===== src/rtl/mem_arbiter.sv =====
// Two-port request arbiter in front of a single-ported, fixed-latency memory.
// Optional macro ARB_ROUND_ROBIN_EN selects round-robin tie-breaking (default: port 0 priority).

module mem_arbiter_rsp #(
  parameter int DATA_W = 4
) (
  input  logic              clk,
  input  logic              rst,
  input  logic              done,
  input  logic [DATA_W-1:0] dout,
  output logic              valid,
  output logic [DATA_W-1:0] rdata
);
  always_ff @(posedge clk) begin
    if (rst) begin
      valid <= 1'b0;
      rdata <= '0;
    end else begin
      valid <= done;
      if (done) rdata <= dout;
    end
  end
endmodule

module mem_arbiter #(
  parameter int ADDR_W   = 12,
  parameter int DATA_W   = 4,
  parameter int READ_LAT = 3
) (
  input  logic              clk,
  input  logic              rst,
  input  logic              req0_valid,
  output logic              req0_ready,
  input  logic              req0_we,
  input  logic [ADDR_W-1:0] req0_addr,
  input  logic [DATA_W-1:0] req0_wdata,
  input  logic              req1_valid,
  output logic              req1_ready,
  input  logic              req1_we,
  input  logic [ADDR_W-1:0] req1_addr,
  input  logic [DATA_W-1:0] req1_wdata,
  output logic              rsp0_valid,
  output logic [DATA_W-1:0] rsp0_rdata,
  output logic              rsp1_valid,
  output logic [DATA_W-1:0] rsp1_rdata,
  output logic              mem_we,
  output logic [ADDR_W-1:0] mem_addr,
  output logic [DATA_W-1:0] mem_din,
  input  logic [DATA_W-1:0] mem_dout
);
  localparam int CNT_W = (READ_LAT < 1) ? 1 : $clog2(READ_LAT + 1);

  typedef enum logic [1:0] {IDLE, WRITE, WRITE_HOLD, READ_WAIT} state_t;

  state_t                   state;
  logic [CNT_W-1:0]         cnt;
  logic                     port;
  logic                     gnt;
  logic                     acc;
  logic [1:0]               valid, we, ready, done, rsp_v;
  logic [1:0][ADDR_W-1:0]   addr;
  logic [1:0][DATA_W-1:0]   wdata, rsp_d;

  assign valid = {req1_valid, req0_valid};
  assign we    = {req1_we,    req0_we};
  assign addr  = {req1_addr,  req0_addr};
  assign wdata = {req1_wdata, req0_wdata};

`ifdef ARB_ROUND_ROBIN_EN
  logic last;  // port granted most recently; reset to 1 so port 0 wins the first tie
`endif

  always_comb begin
    gnt = 1'b0;
    if (valid[1] && !valid[0]) gnt = 1'b1;
`ifdef ARB_ROUND_ROBIN_EN
    else if (&valid) gnt = ~last;
`endif
  end

  assign ready      = (state == IDLE && !rst) ? (valid & (gnt ? 2'b10 : 2'b01)) : 2'b00;
  assign acc        = |ready;
  assign req0_ready = ready[0];
  assign req1_ready = ready[1];

  always_ff @(posedge clk) begin
    if (rst) begin
      state    <= IDLE;
      mem_we   <= 1'b0;
      mem_addr <= '0;
      mem_din  <= '0;
      cnt      <= '0;
      port     <= 1'b0;
`ifdef ARB_ROUND_ROBIN_EN
      last     <= 1'b1;
`endif
    end else begin
      case (state)
        IDLE: if (acc) begin
          mem_addr <= addr[gnt];
          mem_din  <= wdata[gnt];
          port     <= gnt;
`ifdef ARB_ROUND_ROBIN_EN
          last     <= gnt;
`endif
          if (we[gnt]) begin
            state  <= WRITE;
            mem_we <= 1'b1;
          end else begin
            state  <= READ_WAIT;
            cnt    <= CNT_W'(READ_LAT);
          end
        end
        WRITE: begin
          state  <= WRITE_HOLD;
          mem_we <= 1'b0;
        end
        WRITE_HOLD: state <= IDLE;
        READ_WAIT: begin
          if (cnt == '0) state <= IDLE;
          else           cnt   <= cnt - 1'b1;
        end
        default: state <= IDLE;
      endcase
    end
  end

  // Last READ_WAIT cycle: mem_dout is valid, capture it for the owning port.
  assign done = (state == READ_WAIT && cnt == '0) ? (port ? 2'b10 : 2'b01) : 2'b00;

  for (genvar p = 0; p < 2; p++) begin : g_rsp
    mem_arbiter_rsp #(.DATA_W(DATA_W)) u_rsp (
      .clk   (clk),
      .rst   (rst),
      .done  (done[p]),
      .dout  (mem_dout),
      .valid (rsp_v[p]),
      .rdata (rsp_d[p])
    );
  end

  assign rsp0_valid = rsp_v[0];
  assign rsp1_valid = rsp_v[1];
  assign rsp0_rdata = rsp_d[0];
  assign rsp1_rdata = rsp_d[1];
endmodule


===== config.mk =====
export PLATFORM = sky130hd
export DESIGN_NAME = mem_arbiter
export DESIGN_NICKNAME = d
export VERILOG_FILES = /design/src/rtl/mem_arbiter.sv
export SDC_FILE = /design/constraint.sdc
export NUM_CORES = 1
export LEC_CHECK = 0
export CORE_MARGIN = 2
export CORE_UTILIZATION = 42
export CTS_BUF_LIST = sky130_fd_sc_hd__clkbuf_2
export DETAILED_ROUTE_END_ITERATION = 12
export GPL_TIMING_DRIVEN = 0
export PLACE_DENSITY = 0.85
export SLEW_MARGIN = 15
export SYNTH_ARGS = -nofsm -noshare
export SYNTH_HDL_FRONTEND = slang
export SYNTH_SLANG_ARGS = --single-unit

===== constraint.sdc =====
create_clock -name clk -period 1.9 [get_ports clk]
set_input_delay 0.38 -clock clk [delete_from_list [all_inputs] [get_ports clk]]
set_output_delay 0.38 -clock clk [all_outputs]
set_load 0.02 [all_outputs]

Word-level counts from Yosys, hierarchy flattened:

Index checks and enable logic that the tools add are counted.

* flip-flop bits (word level): 32
* input port bits: 42
* output and inout port bits: 29
* word-level logic and storage cells: 57

* $add $sub $neg: 1
* order comparisons: 1
* eq/ne operators: 8
* muxes and demuxes: 22
* bitwise operators: 1
* reduce and logical (&&, ||, !) cells: 14

Operators by type and width (count)
* 12-bit two-way mux: 2
* 2-bit two-way mux: 10
* 4-bit two-way mux: 2
* 2-bit != test (second input constant): 4
* 2-bit case mux with 4 select lines: 1
* 1-bit two-way mux: 5
* 2-bit equality test (second input constant): 2
* 2-bit zero test: 2
* 2-bit case mux with 2 select lines: 1
* 2-bit AND reduction: 2
* 4-bit AND reduction: 1
* 2-bit nonzero test: 2
* 1-bit logical AND: 3
* 3-bit AND reduction: 1
* 2-bit bitwise AND: 1
* 2-bit by 1-bit equality test with 1-bit output (second input constant): 1
* 1-bit zero test: 2
* 1-bit by 2-bit less-than comparator with 1-bit output (second input constant): 1
* 2-bit by 1-bit != test with 1-bit output (second input constant): 1
* 1-bit case mux with 2 select lines: 1
* 2-bit OR reduction: 1
* 2-bit by 1-bit subtractor with 2-bit output (second input constant): 1

Logic depth before layout (Yosys ltp):

Gate-level depths: netlist (run 1).

* depth after elaboration: 9
* depth in mapped cells: 6
* depth with buffers taken out: 5

By module:

Synthesis (run 1) repeated with hierarchy kept, for this count alone.

* cells, all modules: 140
* area total of the unflattened synthesis: 1368.8 um^2

By module, submodules not included
* mem_arbiter: times used 1, cells an instance 110, area each 1023.5 um^2, sequential area each 440.4 um^2
* mem_arbiter_rsp: times used 2, cells an instance 15, area each 172.7 um^2, sequential area each 100.1 um^2

Least setup slack after synthesis (run 1):

OpenSTA, ideal clock, no wires.

* path kind: input to output
* start point: input port rst
* end point: output port req0_ready
* arrival time: 1.277 ns
* data required time: 1.520 ns
* setup slack: 0.243 ns
* stages: 4
* buffers on the path: 2
* cell sequence: clkbuf_1 nor3_4 buf_2 and2_1

* longest elaborated chain between the ends: 3

Ends and longest elaborated chain
* start: declaration: line 31 `input logic rst,`
* 1-bit zero test: line 81 `assign ready = (state == IDLE && !rst) ? (valid & (gnt ? 2'b10 : 2'b01)) : 2'b00;`
* 1-bit logical AND: line 81
* 2-bit two-way mux: line 81
* end: declaration: line 33 `output logic req0_ready,`

Every way passes these cells.

Worst setup path after layout (run 1):

* start point: register state[0]
* end point: output port req0_ready

* longest elaborated chain between the ends: 3

Ends and longest elaborated chain
* start: declaration: line 55 `state_t state;`
* start signal: assignment: line 88 `state <= IDLE;`
* start signal: assignment: line 107 `state <= WRITE;`
* start signal: assignment: line 110 `state <= READ_WAIT;`
* 2-bit zero test: line 81
* 1-bit logical AND: line 81
* 2-bit two-way mux: line 81

Every way passes these cells.

==> results.sh, run 1 <==
export IMPL_outcome="finished clean"
export IMPL_yosys_area_top_type="dfxtp_1"
export IMPL_crit_type="flop to primary output"
export IMPL_yosys_area_top_type_share_pct=43.2
export IMPL_synth_area_leaders="dfxtp_1 43%, mux2i_1 16%, a211oi_2 7.6%, a21oi_1 6.4%, a211oi_1 4.1%"
export IMPL_maxCapViolCount=0
export IMPL_worstPathArrival_ns=1.47
export IMPL_avgSynthCellArea_um2=10.2
export IMPL_postRouteAntennaNets=0
export IMPL_max_freq_ghz=0.542
export IMPL_ys_flop_type="dfxtp_1"
export IMPL_root_buffer="clkbuf_2"
export IMPL_final_util_pct=68.5
export IMPL_grt_setup_unrepaired="true"
export IMPL_seq_power_share_pct=48.4
export IMPL_first_pass_iters=4
export IMPL_start_kind="flop"
export IMPL_ys_warn_count=0
export IMPL_first_global_vias=1328
export IMPL_routed_wl_um=3590
export IMPL_switching_power_uw=479
export IMPL_place_congestion=0.734
export IMPL_cts_sinks=32
export IMPL_via_per_inst=4.97
export IMPL_diodes=0
export IMPL_design_power_total_mw=1.55
export IMPL_slew_headroom_pct=58.4
export IMPL_hp_class="input pin to flop"
export IMPL_synth_seq_cells=32
export IMPL_via_count=1358
export IMPL_vdd_drop_max_mv=0.371
export IMPL_clockBufferDepth=2
export IMPL_drv_slew=0
export IMPL_port_buffers=69
export IMPL_ios=71
export IMPL_p_sw_share_pct=30.9
export IMPL_seq_area_frac_synth_pct=43.2
export IMPL_synth_edf_count=0
export IMPL_timing_final_crit_share_pct=97.1
export IMPL_cts_hold_buf=0
export IMPL_critPathMaxFanout=8
export IMPL_syn_nets=189
export IMPL_synth_cell_types=33
export IMPL_p_per_area_nw_per_um2=672
export IMPL_setup_viol=0
export IMPL_drc_errors=0
export IMPL_p_comb_share_pct=31.6
export IMPL_hold_violations=0
export IMPL_leakage_nw=0.976
export IMPL_overflow=0
export IMPL_grt_max_degree=11
export IMPL_die_h_um=63.4
export IMPL_grtUsageTotal_pct=18.6
export IMPL_first_iter_violations=32
export IMPL_syn_area_um2=1480
export IMPL_final_common_cell="clkdlybuf4s50_1"
export IMPL_die_w_um=63.4
export IMPL_std_cell_rows=21
export IMPL_cp_end_kind="primary output"
export IMPL_routedWlPerCell_um=13.2
export IMPL_finish_net_count=269
export IMPL_tritoncts="done"
export IMPL_final_cell_mix="65 x clkdlybuf4s50_1, 32 x dfxtp_1, 24 x mux2i_1"
export IMPL_initial_core_util_pct=44.1
export IMPL_cts_htree_levels=2
export IMPL_netlist_instances=146
export IMPL_synthArstFlopShare_pct=0
export IMPL_path_clk_slew_ns=0.15
export IMPL_antenna_found_initial=0
export IMPL_cts_buffers=5
export IMPL_p_clk_share_pct=20.0
export IMPL_hpwl_um=2760
export IMPL_cp_required_ns=1.52
export IMPL_nFillCells=302
export IMPL_drive_gt1_share_pct=15.4
export IMPL_layout_min_cycle_time_ns=1.85
export IMPL_intPower_mw=1.07
export IMPL_clkLatencyLatePin_ns=0.36
export IMPL_design_core_area_um2=3360
export IMPL_grt_pass1_wl_um=5940
export IMPL_worst_pin_slew_ns=0.624
export IMPL_finClkSkew_ns=0.00467
export IMPL_die_area_um2=4020
export IMPL_synthToLayoutAreaGrowth_pct=55.4
worst max-delay path, cell delays in order (launching register included):
cell and delay (ns):
dfxtp_1 0.32, buf_2 0.17, nor3_4 0.22, buf_6 0.13
and2_1 0.12, buf_4 0.14
cell families after synthesis:
| group | synth area share (%) |
|---|---|
| flops | 43.2 |
| simple gates | 9.79 |
| fa+ha+maj | 0.844 |
| compound gates | 21.6 |
| buf+inv | 7.59 |
| mux | 17.0 |
power by group through the flow:
stage	clock [mW]	sequential (mW)	combinational [mW]
floorplan	0	0.811	0.213
global placement	0	0.762	0.463
detailed placement	0	0.764	0.474
CTS	0.322	0.749	0.479
global route	0.348	0.755	0.527
finish	0.310	0.749	0.489
cells in the mapped netlist, drive strengths merged (2+ instances only):
master / number
buf: 12
dfxtp: 32
a211oi: 17
a21oi: 19
nand2: 3
nor2: 13
inv: 5
and2: 2
nand2b: 2
mux2i: 24
final timing paths:
check	from	end	slack, ns	cells past startpoint
setup / recovery	state[0]$_SDFFE_PP0P_	req0_ready	0.05	5
hold / removal	rst	state[1]$_SDFFE_PP0P_	0.41	2
setup reg to reg	state[0]$_SDFFE_PP0P_	mem_addr[0]$_SDFFE_PP0P_	0.37	7
hold reg to reg	g_rsp[1].u_rsp.rdata[3]$_SDFFE_PP0P_	g_rsp[1].u_rsp.rdata[3]$_SDFFE_PP0P_	0.52	2
sequential cells by signal (all words and copies together) (netlist names):
register           count
mem_addr              12
g_rsp.u_rsp.rdata      8
mem_din                4
cnt                    2
g_rsp.u_rsp.valid      2
state                  2
mem_we                 1
port                   1
cell type report:
| type | count | area, um^2 | share of cell area, % |
|---|---|---|---|
| Multi-Input combinational cell | 96 | 732 | 31.8 |
| Clock inverter | 3 | 13.8 | 0.597 |
| Sequential cell | 32 | 641 | 27.8 |
| Tap cell | 46 | 57.6 | 2.50 |
| Clock buffer | 5 | 25.0 | 1.09 |
| Buffer | 13 | 104 | 4.51 |
| Timing Repair Buffer | 73 | 713 | 30.9 |
| Inverter | 5 | 18.8 | 0.814 |
repair_timing:
| action | in CTS | in global routing |
|---|---|---|
| resized for setup | 13 | 3 |
| gates cloned | 0 | 0 |
| endpoints found under the setup margin | 2 | 2 |
| buffers inserted | 1 | 3 |
| pin swaps | 1 | 0 |
per-stage QoR:
stage	area (um^2)	setup WS, ns	std cells	hold WS, ns	TNS [ns]
after floorplan	1480	0.243	146	0.477	0
after global placement	2230	-0.654	261	0.462	-2.18
after detailed placement	2230	-0.665	261	0.482	-2.32
after CTS	2270	0.0000979	270	0.390	0
after global routing	2300	-0.0277	273	0.406	-0.0277
final	2300	0.0549	273	0.409	0
per-layer routing:
metal  GRT usage (%)  wire length [um]  vias to the layer above
met2            33.6              1760                       41
met5               0                 0                        -
met4            6.52                55                        0
met3            5.54               255                        7
met1            20.6              1520                      623
li1                -                 -                      687
Note: power is estimated with default switching activity, not from simulation.
==> run 2, diff against run 1 <==
Settings changed: CORE_UTILIZATION 42 to 40, CTS_BUF_LIST sky130_fd_sc_hd__clkbuf_2 to unset, PLACE_DENSITY 0.85 to 0.82.
==> results.sh, run 2 (synthesis results as in run 1) <==
export IMPL_via_count=1325
export IMPL_worst_pin_slew_ns=0.607
export IMPL_setup_viol=0
export IMPL_clockBufferDepth=2
export IMPL_crit_type="input pin to primary output"
export IMPL_routed_wl_um=3430
export IMPL_ios=71
export IMPL_cts_htree_levels=2
export IMPL_hold_violations=0
export IMPL_die_w_um=64.9
export IMPL_tritoncts="done"
export IMPL_grt_setup_unrepaired="false"
export IMPL_place_congestion=0.701
export IMPL_first_iter_violations=32
export IMPL_final_cells=271
export IMPL_final_common_cell="clkdlybuf4s50_1"
export IMPL_final_setup_tns_ns=0
export IMPL_finClkSkew_ns=0.00316
export IMPL_cts_hold_buf=0
export IMPL_port_buffers=69
export IMPL_r2r_slack_ns=0.38
export IMPL_largest_reg_flops=12
export IMPL_overflow=0
export IMPL_cp_end_kind="primary output"
export IMPL_drv_slew=0
export IMPL_maxCapViolCount=0
export IMPL_dp_cells=263
export IMPL_initial_core_util_pct=41.1
export IMPL_reg2reg_to="mem_din[2]$_SDFFE_PP0P_"
export IMPL_leakage_nw=0.981
export IMPL_start_kind="input pin"
export IMPL_postRouteAntennaNets=0
export IMPL_hp_class="flop to flop"
export IMPL_antenna_found_initial=0
export IMPL_cts_sinks=32
export IMPL_cp_required_ns=1.52
export IMPL_path_clk_slew_ns=0.06
export IMPL_synthToLayoutAreaGrowth_pct=58.6
export IMPL_grt_max_degree=18
export IMPL_vdd_drop_max_mv=0.584
export IMPL_outcome="finished clean"
export IMPL_p_per_area_nw_per_um2=790
export IMPL_reg_top3="mem_addr: 12 flops, g_rsp.u_rsp.rdata: 8 flops, mem_din: 4 flops"
export IMPL_pre_cts_slack_ns=-0.667
export IMPL_grtUsageTotal_pct=17.8
export IMPL_top_register="mem_addr"
export IMPL_diodes=0
export IMPL_hpwl_um=2600
export IMPL_drive_gt1_share_pct=13.9
export IMPL_cts_buffers=5
export IMPL_die_area_um2=4210
export IMPL_worstPathArrival_ns=1.43
export IMPL_reg2reg_depth=7
export IMPL_critPathMaxFanout=17
export IMPL_via_per_inst=4.89
export IMPL_first_pass_iters=4
export IMPL_timing_final_crit_share_pct=95.2
export IMPL_design_power_total_mw=1.86
export IMPL_max_freq_ghz=0.553
export IMPL_crit_start="req0_valid"
export IMPL_slew_headroom_pct=59.5
export IMPL_regToRegStartpoint="state[0]$_SDFFE_PP0P_"
export IMPL_setup_slack_ns=0.0913
export IMPL_std_cell_rows=22
export IMPL_root_buffer="clkbuf_8"
export IMPL_clkLatencyLatePin_ns=0.28
export IMPL_endpoint="req1_ready"
export IMPL_die_h_um=64.9
export IMPL_hold_ws_ns=0.503
export IMPL_final_cell_mix="65 x clkdlybuf4s50_1, 32 x dfxtp_1, 24 x mux2i_1"
export IMPL_routedWlPerCell_um=12.6
export IMPL_first_global_vias=1349
export IMPL_grt_pass1_wl_um=5810
export IMPL_drc_errors=0
export IMPL_finish_net_count=265
export IMPL_layout_min_cycle_time_ns=1.81
export IMPL_worstHoldStart="g_rsp[1].u_rsp.rdata[2]$_SDFFE_PP0P_"
export IMPL_design_core_area_um2=3610
-- run 2: worst min path at each step --
| stage | cells past startpoint | slack, ns | endpoint |
|---|---|---|---|
| floorplan | 1 | 0.48 | port$_SDFFE_PP0P_ |
| global placement | 1 | 0.47 | mem_we$_SDFFE_PP0P_ |
| detailed placement | 1 | 0.49 | mem_we$_SDFFE_PP0P_ |
| CTS | 1 | 0.50 | mem_we$_SDFFE_PP0P_ |
| global route | 1 | 0.51 | mem_we$_SDFFE_PP0P_ |
| finish | 2 | 0.50 | g_rsp[1].u_rsp.rdata[2]$_SDFFE_PP0P_ |
-- run 2: what timing repair did --
action,4_1_cts,5_1_grt
endpoints found under the setup margin,2,1
pin swaps,1,0
gates resized for setup,13,1
gates cloned,0,0
buffers inserted,1,0
-- run 2: layer usage --
layer / vias up / part of all wire (%) / track usage (%) / wire [um]
met1: 599 / 44 / 19.8 / 1510
met5: - / 0 / 0 / 0
met4: 0 / 1.7 / 6.38 / 58
met3: 8 / 6.9 / 6.94 / 238
li1: 677 / - / - / -
met2: 41 / 47 / 30.7 / 1620
-- run 2: per-stage QoR --
step / utilization [%] / area (um^2)
2_1_floorplan: - / 1480
6_report: 65.2 / 2350
4_1_cts: 65.1 / 2350
5_1_grt: 65.2 / 2350
3_5_place_dp: 61.9 / 2230
3_3_place_gp: 61.9 / 2230
-- run 2: critical path, cell delays in order --
cell	delay [ns]
dlygate4sd2_1	0.30
nand2b_1	0.20
buf_8	0.18
nor2_1	0.10
clkdlybuf4s15_2	0.27
-- run 2: area by class of cell --
cell class,count,area [um^2]
Multi-Input combinational cell,96,732
Timing Repair Buffer,70,692
Buffer,12,100
Sequential cell,32,641
Inverter,5,18.8
Clock inverter,2,35.0
Fill cell,321,1250
Tap cell,48,60.1
Clock buffer,6,72.6
-- run 2: power breakdown --
group / total, mW / switching, mW / internal [mW]
combinational: 0.472 / 0.219 / 0.253
clock: 0.636 / 0.248 / 0.389
sequential: 0.749 / 0.0255 / 0.724
total: 1.86 / 0.492 / 1.37
